`config.mk`:
```
export PLATFORM = sky130hd
export DESIGN_NAME = jpeg_bitstream_packer
export DESIGN_NICKNAME = d
export VERILOG_FILES = /design/src/rtl/jpeg_bitstream_packer.sv
export SDC_FILE = /design/constraint.sdc
export NUM_CORES = 1
export LEC_CHECK = 0
export CAP_MARGIN = 20
export CORE_MARGIN = 5
export CORE_UTILIZATION = 35
export DETAILED_ROUTE_END_ITERATION = 8
export SLEW_MARGIN = 15
export SYNTH_ARGS = -nofsm -noshare
export SYNTH_HDL_FRONTEND = slang
export SYNTH_SLANG_ARGS = --single-unit
```
`constraint.sdc`:
```
create_clock -name clock -period 4.37 [get_ports clock]
set_clock_uncertainty 0.15 [all_clocks]
set_input_delay 0.6555 -clock clock [delete_from_list [all_inputs] [get_ports clock]]
set_output_delay 0.6555 -clock clock [all_outputs]
set_load 0.01 [all_outputs]
```
`src/rtl/jpeg_bitstream_packer.sv`:
```
`default_nettype none
// ============================================================================
// jpeg_bitstream_packer : packs Huffman code chunks MSB-first into bytes with
// 0xFF stuffing, 1-padding on flush and an output byte FIFO. Option JPEG_EOI_EN.
// Rev 1.0
// ============================================================================
module jpeg_bitstream_packer #(
  parameter int FIFO_DEPTH = 16,
  parameter int LVL_W      = $clog2(FIFO_DEPTH) + 1
) (
  input  logic             clock,
  input  logic             reset_n,
  input  logic [7:0]       bits_in,
  input  logic [3:0]       bits_len,
  input  logic             bits_valid,
  output logic             bits_ready,
  input  logic             flush,
  output logic [7:0]       byte_out,
  output logic             byte_valid,
  input  logic             byte_ready,
  output logic             flush_done,
  output logic [LVL_W-1:0] fifo_level
);

  localparam int AW = $clog2(FIFO_DEPTH);
  localparam logic [LVL_W-1:0] DEPTH_L = LVL_W'(FIFO_DEPTH);

  typedef enum logic [2:0] {
    RUN   = 3'd0,
    STUFF = 3'd1,
    FLUSH = 3'd2,
    PAD   = 3'd3,
`ifdef JPEG_EOI_EN
    EOI1  = 3'd4,
    EOI2  = 3'd5,
`endif
    DONE  = 3'd6
  } state_t;

`ifdef JPEG_EOI_EN
  localparam state_t END_ST = EOI1;
`else
  localparam state_t END_ST = DONE;
`endif

  state_t           state;
  state_t           ret_state;
  logic [15:0]      acc;
  logic [3:0]       cnt;
  logic             flush_pending;

  logic [7:0]       mem [FIFO_DEPTH];
  logic [AW-1:0]    wr_ptr;
  logic [AW-1:0]    rd_ptr;
  logic [AW-1:0]    rd_ptr_nx;
  logic [LVL_W-1:0] level;
  logic [7:0]       head;

  logic [LVL_W-1:0] free;
  logic             room1;
  logic             room2;
  logic             extract;
  logic             accept;
  logic [3:0]       len;
  logic [3:0]       cnt_x;
  logic [15:0]      acc_x;
  logic [7:0]       chunk;
  logic [4:0]       shamt;
  logic [15:0]      placed;
  logic [15:0]      acc_in;
  logic [3:0]       cnt_in;
  logic [7:0]       pad_byte;
  logic             wr_en;
  logic [7:0]       wr_data;
  logic             rd_en;

  always_comb begin
    free     = DEPTH_L - level;
    room2    = (free >= LVL_W'(2));
    room1    = (free != '0);
    extract  = ((state == RUN) || (state == FLUSH)) && cnt[3] && room2;
    len      = bits_len[3] ? 4'd8 : bits_len;
    cnt_x    = extract ? (cnt - 4'd8) : cnt;
    acc_x    = extract ? {acc[7:0], 8'h00} : acc;
    bits_ready = reset_n && (state == RUN) && !flush_pending && room2
                 && (!cnt[3] || extract);
    accept   = bits_valid && bits_ready;
    // Mask off bits above len, then left-justify right behind the kept bits.
    chunk    = bits_in & (8'hFF >> (4'd8 - len));
    shamt    = 5'd16 - {1'b0, len} - {1'b0, cnt_x};
    placed   = {8'h00, chunk} << shamt;
    acc_in   = accept ? (acc_x | placed) : acc_x;
    cnt_in   = accept ? (cnt_x + len) : cnt_x;
    pad_byte = acc[15:8] | (8'hFF >> cnt[2:0]);

    wr_en   = 1'b0;
    wr_data = acc[15:8];
    case (state)
      RUN, FLUSH: begin
        wr_en   = extract;
        wr_data = acc[15:8];
      end
      STUFF: begin
        wr_en   = room1;
        wr_data = 8'h00;
      end
      PAD: begin
        wr_en   = room2;
        wr_data = pad_byte;
      end
`ifdef JPEG_EOI_EN
      EOI1: begin
        wr_en   = room1;
        wr_data = 8'hFF;
      end
      EOI2: begin
        wr_en   = room1;
        wr_data = 8'hD9;
      end
`endif
      default: begin
        wr_en   = 1'b0;
        wr_data = acc[15:8];
      end
    endcase

    rd_en     = byte_valid && byte_ready;
    rd_ptr_nx = rd_ptr + 1'b1;
  end

  always_ff @(posedge clock or negedge reset_n) begin
    if (!reset_n) begin
      state         <= RUN;
      ret_state     <= RUN;
      acc           <= '0;
      cnt           <= '0;
      flush_pending <= 1'b0;
      flush_done    <= 1'b0;
    end else begin
      flush_done <= 1'b0;
      if (flush && (state != RUN)) flush_pending <= 1'b1;
      case (state)
        RUN: begin
          acc <= acc_in;
          cnt <= cnt_in;
          if (extract && (acc[15:8] == 8'hFF)) begin
            state         <= STUFF;
            ret_state     <= RUN;
            flush_pending <= flush_pending | flush;
          end else if (flush || flush_pending) begin
            state         <= FLUSH;
            flush_pending <= 1'b0;
          end
        end
        FLUSH: begin
          if (extract) begin
            acc <= acc_x;
            cnt <= cnt_x;
            if (acc[15:8] == 8'hFF) begin
              state     <= STUFF;
              ret_state <= FLUSH;
            end
          end else if (!cnt[3]) begin
            if (cnt != 4'd0) begin
              state <= PAD;
            end else begin
              state      <= END_ST;
              flush_done <= (END_ST == DONE);
            end
          end
        end
        PAD: begin
          if (room2) begin
            acc <= '0;
            cnt <= '0;
            if (pad_byte == 8'hFF) begin
              state     <= STUFF;
              ret_state <= END_ST;
            end else begin
              state      <= END_ST;
              flush_done <= (END_ST == DONE);
            end
          end
        end
        STUFF: begin
          if (room1) begin
            state      <= ret_state;
            flush_done <= (ret_state == DONE);
          end
        end
`ifdef JPEG_EOI_EN
        EOI1: begin
          if (room1) state <= EOI2;
        end
        EOI2: begin
          if (room1) begin
            state      <= DONE;
            flush_done <= 1'b1;
          end
        end
`endif
        DONE: begin
          acc   <= '0;
          cnt   <= '0;
          state <= RUN;
        end
        default: state <= RUN;
      endcase
    end
  end

  always_ff @(posedge clock) begin
    if (wr_en) mem[wr_ptr] <= wr_data;
  end

  // head mirrors mem[rd_ptr] one cycle after any push, so byte_out is a flop.
  always_ff @(posedge clock or negedge reset_n) begin
    if (!reset_n) begin
      wr_ptr <= '0;
      rd_ptr <= '0;
      level  <= '0;
      head   <= '0;
    end else begin
      if (wr_en) wr_ptr <= wr_ptr + 1'b1;
      if (rd_en) rd_ptr <= rd_ptr_nx;
      case ({wr_en, rd_en})
        2'b10:   level <= level + 1'b1;
        2'b01:   level <= level - 1'b1;
        default: level <= level;
      endcase
      if (wr_en && ((level == '0) || (rd_en && (level == LVL_W'(1))))) begin
        head <= wr_data;
      end else if (rd_en && (level > LVL_W'(1))) begin
        head <= mem[rd_ptr_nx];
      end
    end
  end

  assign byte_out   = head;
  assign byte_valid = (level != '0);
  assign fifo_level = level;

endmodule
`default_nettype wire

```
==> qor.yml <==
grt-ovfl-total: 0
synthArstFlopShare_pct: 27.3
power_density_nw_per_um2: 768
max_freq_mhz: 240
cts_buffers: 17
grt_first_pass_wirelength_um: 31200
setup_viol: 0
root_buffer: "clkbuf_16"
holdWs_ns: 0.277
grt_max_degree: 49
drv_cap: 0
synth.yosys.warnings: 0
drc: 0
critPathCaptureType: "register"
portBuffers: 32
row_count: 57
dp.cells: 989
synth-seq-area-share_pct: 58.5
clockBufferDepth: 2
required_ns: 4.54
grt_pass1_vias: 5605
ios: 33
hp-class: "in2async"
synth_top_area_share_pct: 44.5
dpl.hpwl_um: 13600
synthTopCellsByArea: "edfxtp_1 45%, dfrtp_1 14%, mux4_2 6.5%"
wire_per_inst_um: 18.6
syn_avg_cell_area_um2: 13.4
tightest_slew_ns: 1.04
routed_wl_um: 19200
synth-main-ff-cell: "edfxtp_1"
drive_gt1_share_pct: 17.6
core_um2: 24300
min_period_ns: 4.16
clock_sinks: 176
finalMaxSlewViolations: 0
insertion_delay_ns: 0.43
syn_inst: 643
synth-seq-cells: 176
clkTransAtPathRegs_ns: 0.07
finalPower_mw: 7.75
dieArea_um2: 27900
synth_area_um2: 8630
start_kind: "register"
drtIter0Drc: 388
rsz0062_at_grt: "no"
slowest_delay_ns: 0.40
syn_nets: 687
cts_htree_levels: 4
cts_tree: "yes"
yosysUniqueCellTypes: 71
tns_ns: 0
r2r_cells: 17
diodes: 0
crit_path_max_fanout: 7
holdBufCountCts: 0
grt_use_total_pct: 14.1
total_leakage_power_nw: 3.71
outcome: "finished, final reports clean"
hold_viol: 0
period_share_pct: 95.3
vdd_drop_max_mv: 0.314
crit_buf_inv: 2
arrival_ns: 4.33
place_congestion: 0.842
cp_top_family: "adder cells"
die_y_um: 167
start_util_pct: 35.5
antenna_found_initial: 0
fin_nets: 737
num_vias: 5438
areaGrowthSynthToFinish_pct: 17.0
max_slew_margin_pct: 30.4
antenna_left: 0
die_w_um: 167
first_pass_iters: 4
synth-edff-count: 128
utilization_pct: 41.5
final-instance-count-excl-fill: 1030
post_drt_via_cell_ratio: 5.28
path_class: "reg2reg"
crit_path_cell_trace: "inv_1 > ha_2 > nor3b_4 > ha_4 > and4_1 > a41oi_2 > and3_1 > inv_1 > ha_1 > ha_1 > ha_4 > xor2_4 > nor2_1 > a22oi_1 > o32a_1 > nor2_1 > a221o_1"
slowest_stage: "dfrtp_2"
yosysTopAreaCell: "edfxtp_1"
cp.depth: 17
-- flip-flops by register name, indices dropped and copies added (netlist names), 3 cells and up --
name	count
mem	128
wr_ptr	4
fifo_level	5
rd_ptr	4
acc	16
cnt	4
byte_out	8
state	3
-- per-stage QoR --
| step | instance area, um2 | setup slack (ns) |
|---|---|---|
| 6_report | 10100 | 0.206 |
| 5_1_grt | 10100 | 0.0130 |
| 4_1_cts | 9990 | 0.0247 |
| 3_5_place_dp | 9400 | 0.0493 |
| 3_3_place_gp | 9400 | 0.151 |
| 2_1_floorplan | 8680 | 0.0581 |
-- final timing paths --
path                          startpoint            end  slack (ns)
min reg2reg                       acc[1]         acc[1]        0.36
max reg2reg                fifo_level[0]         acc[9]        0.21
max in group asynchronous        reset_n      rd_ptr[0]        3.31
max                        fifo_level[0]         acc[9]        0.21
min                              reset_n  fifo_level[4]        0.28
min in group clock                acc[1]         acc[1]        0.36
-- cells in the mapped netlist (all sizes together) (4+ instances only) --
library cell,count
inv,33
nor3,13
xnor2,12
nand2b,10
o22ai,4
nor2,40
o21ai,17
a22oi,7
edfxtp,128
dfrtp,48
ha,24
mux2i,8
nand4,5
mux2,11
nand3,13
o211ai,5
a221o,5
nand2,61
mux4,34
and3,5
buf,13
and2,7
a31oi,6
a21oi,33
clkbuf,19
nor4,7
xor2,7
a22o,11
-- per-layer routing --
layer | wire [um] | vias to the layer above | track usage [%] | share of wire [%]
met5 | 0 | - | 0 | 0
met4 | 249 | 0 | 4.48 | 1.3
met3 | 567 | 17 | 2.18 | 3.0
met1 | 8490 | 2758 | 18.4 | 44
li1 | - | 2555 | - | -
met2 | 9840 | 108 | 24.0 | 51
-- final cells by class --
| class | count | area [um2] |
|---|---|---|
| clock buffer | 19 | 443 |
| clock inverter | 13 | 148 |
| fill | 2210 | 14200 |
| inverter | 33 | 126 |
| multi-input combinational | 403 | 3380 |
| sequential | 176 | 5050 |
| tap | 324 | 405 |
| timing repair buffer | 62 | 539 |
-- cell usage in the layout, fill, tap and decap left out, types with 11 or more instances in the layout --
cell type        instances
mux4_2                  25
nand3_1                 13
nor2_1                  38
a22o_1                  11
inv_1                   32
clkbuf_16               17
nand2_1                 61
o21ai_0                 16
clkdlybuf4s50_1         30
edfxtp_1               128
dfrtp_1                 45
mux2_2                  11
nor3_1                  13
buf_4                   30
a21oi_1                 31
ha_1                    21
-- kinds of logic (layout without fill, tap and decap cells) --
family	count (synthesis)	count (layout)	share of synthesized area, %
AND/OR/NAND/NOR	181	182	10.3
buffers and inverters	65	127	3.36
adder cells (fa/ha/maj)	28	28	4.29
multiplexers	53	53	11.6
AO/OA/AOI/OAI	121	121	10.0
flip-flops	176	176	58.5
XOR/XNOR	19	19	1.93
-- report_power, final --
| group | total [mW] | switching, mW | internal [mW] |
|---|---|---|---|
| clock network | 1.50 | 0.679 | 0.824 |
| logic | 3.66 | 2.07 | 1.59 |
| registers | 2.58 | 0.232 | 2.35 |
| total | 7.75 | 2.98 | 4.77 |
-- repair_timing --
item / 4_1_cts / 5_1_grt
endpoints found under the setup margin: 1 / 15
pin swaps: 0 / 1
buffers inserted: 0 / 5
resized for setup: 1 / 6
gates cloned: 0 / 1
Note: power is estimated with default switching activity, not from simulation.
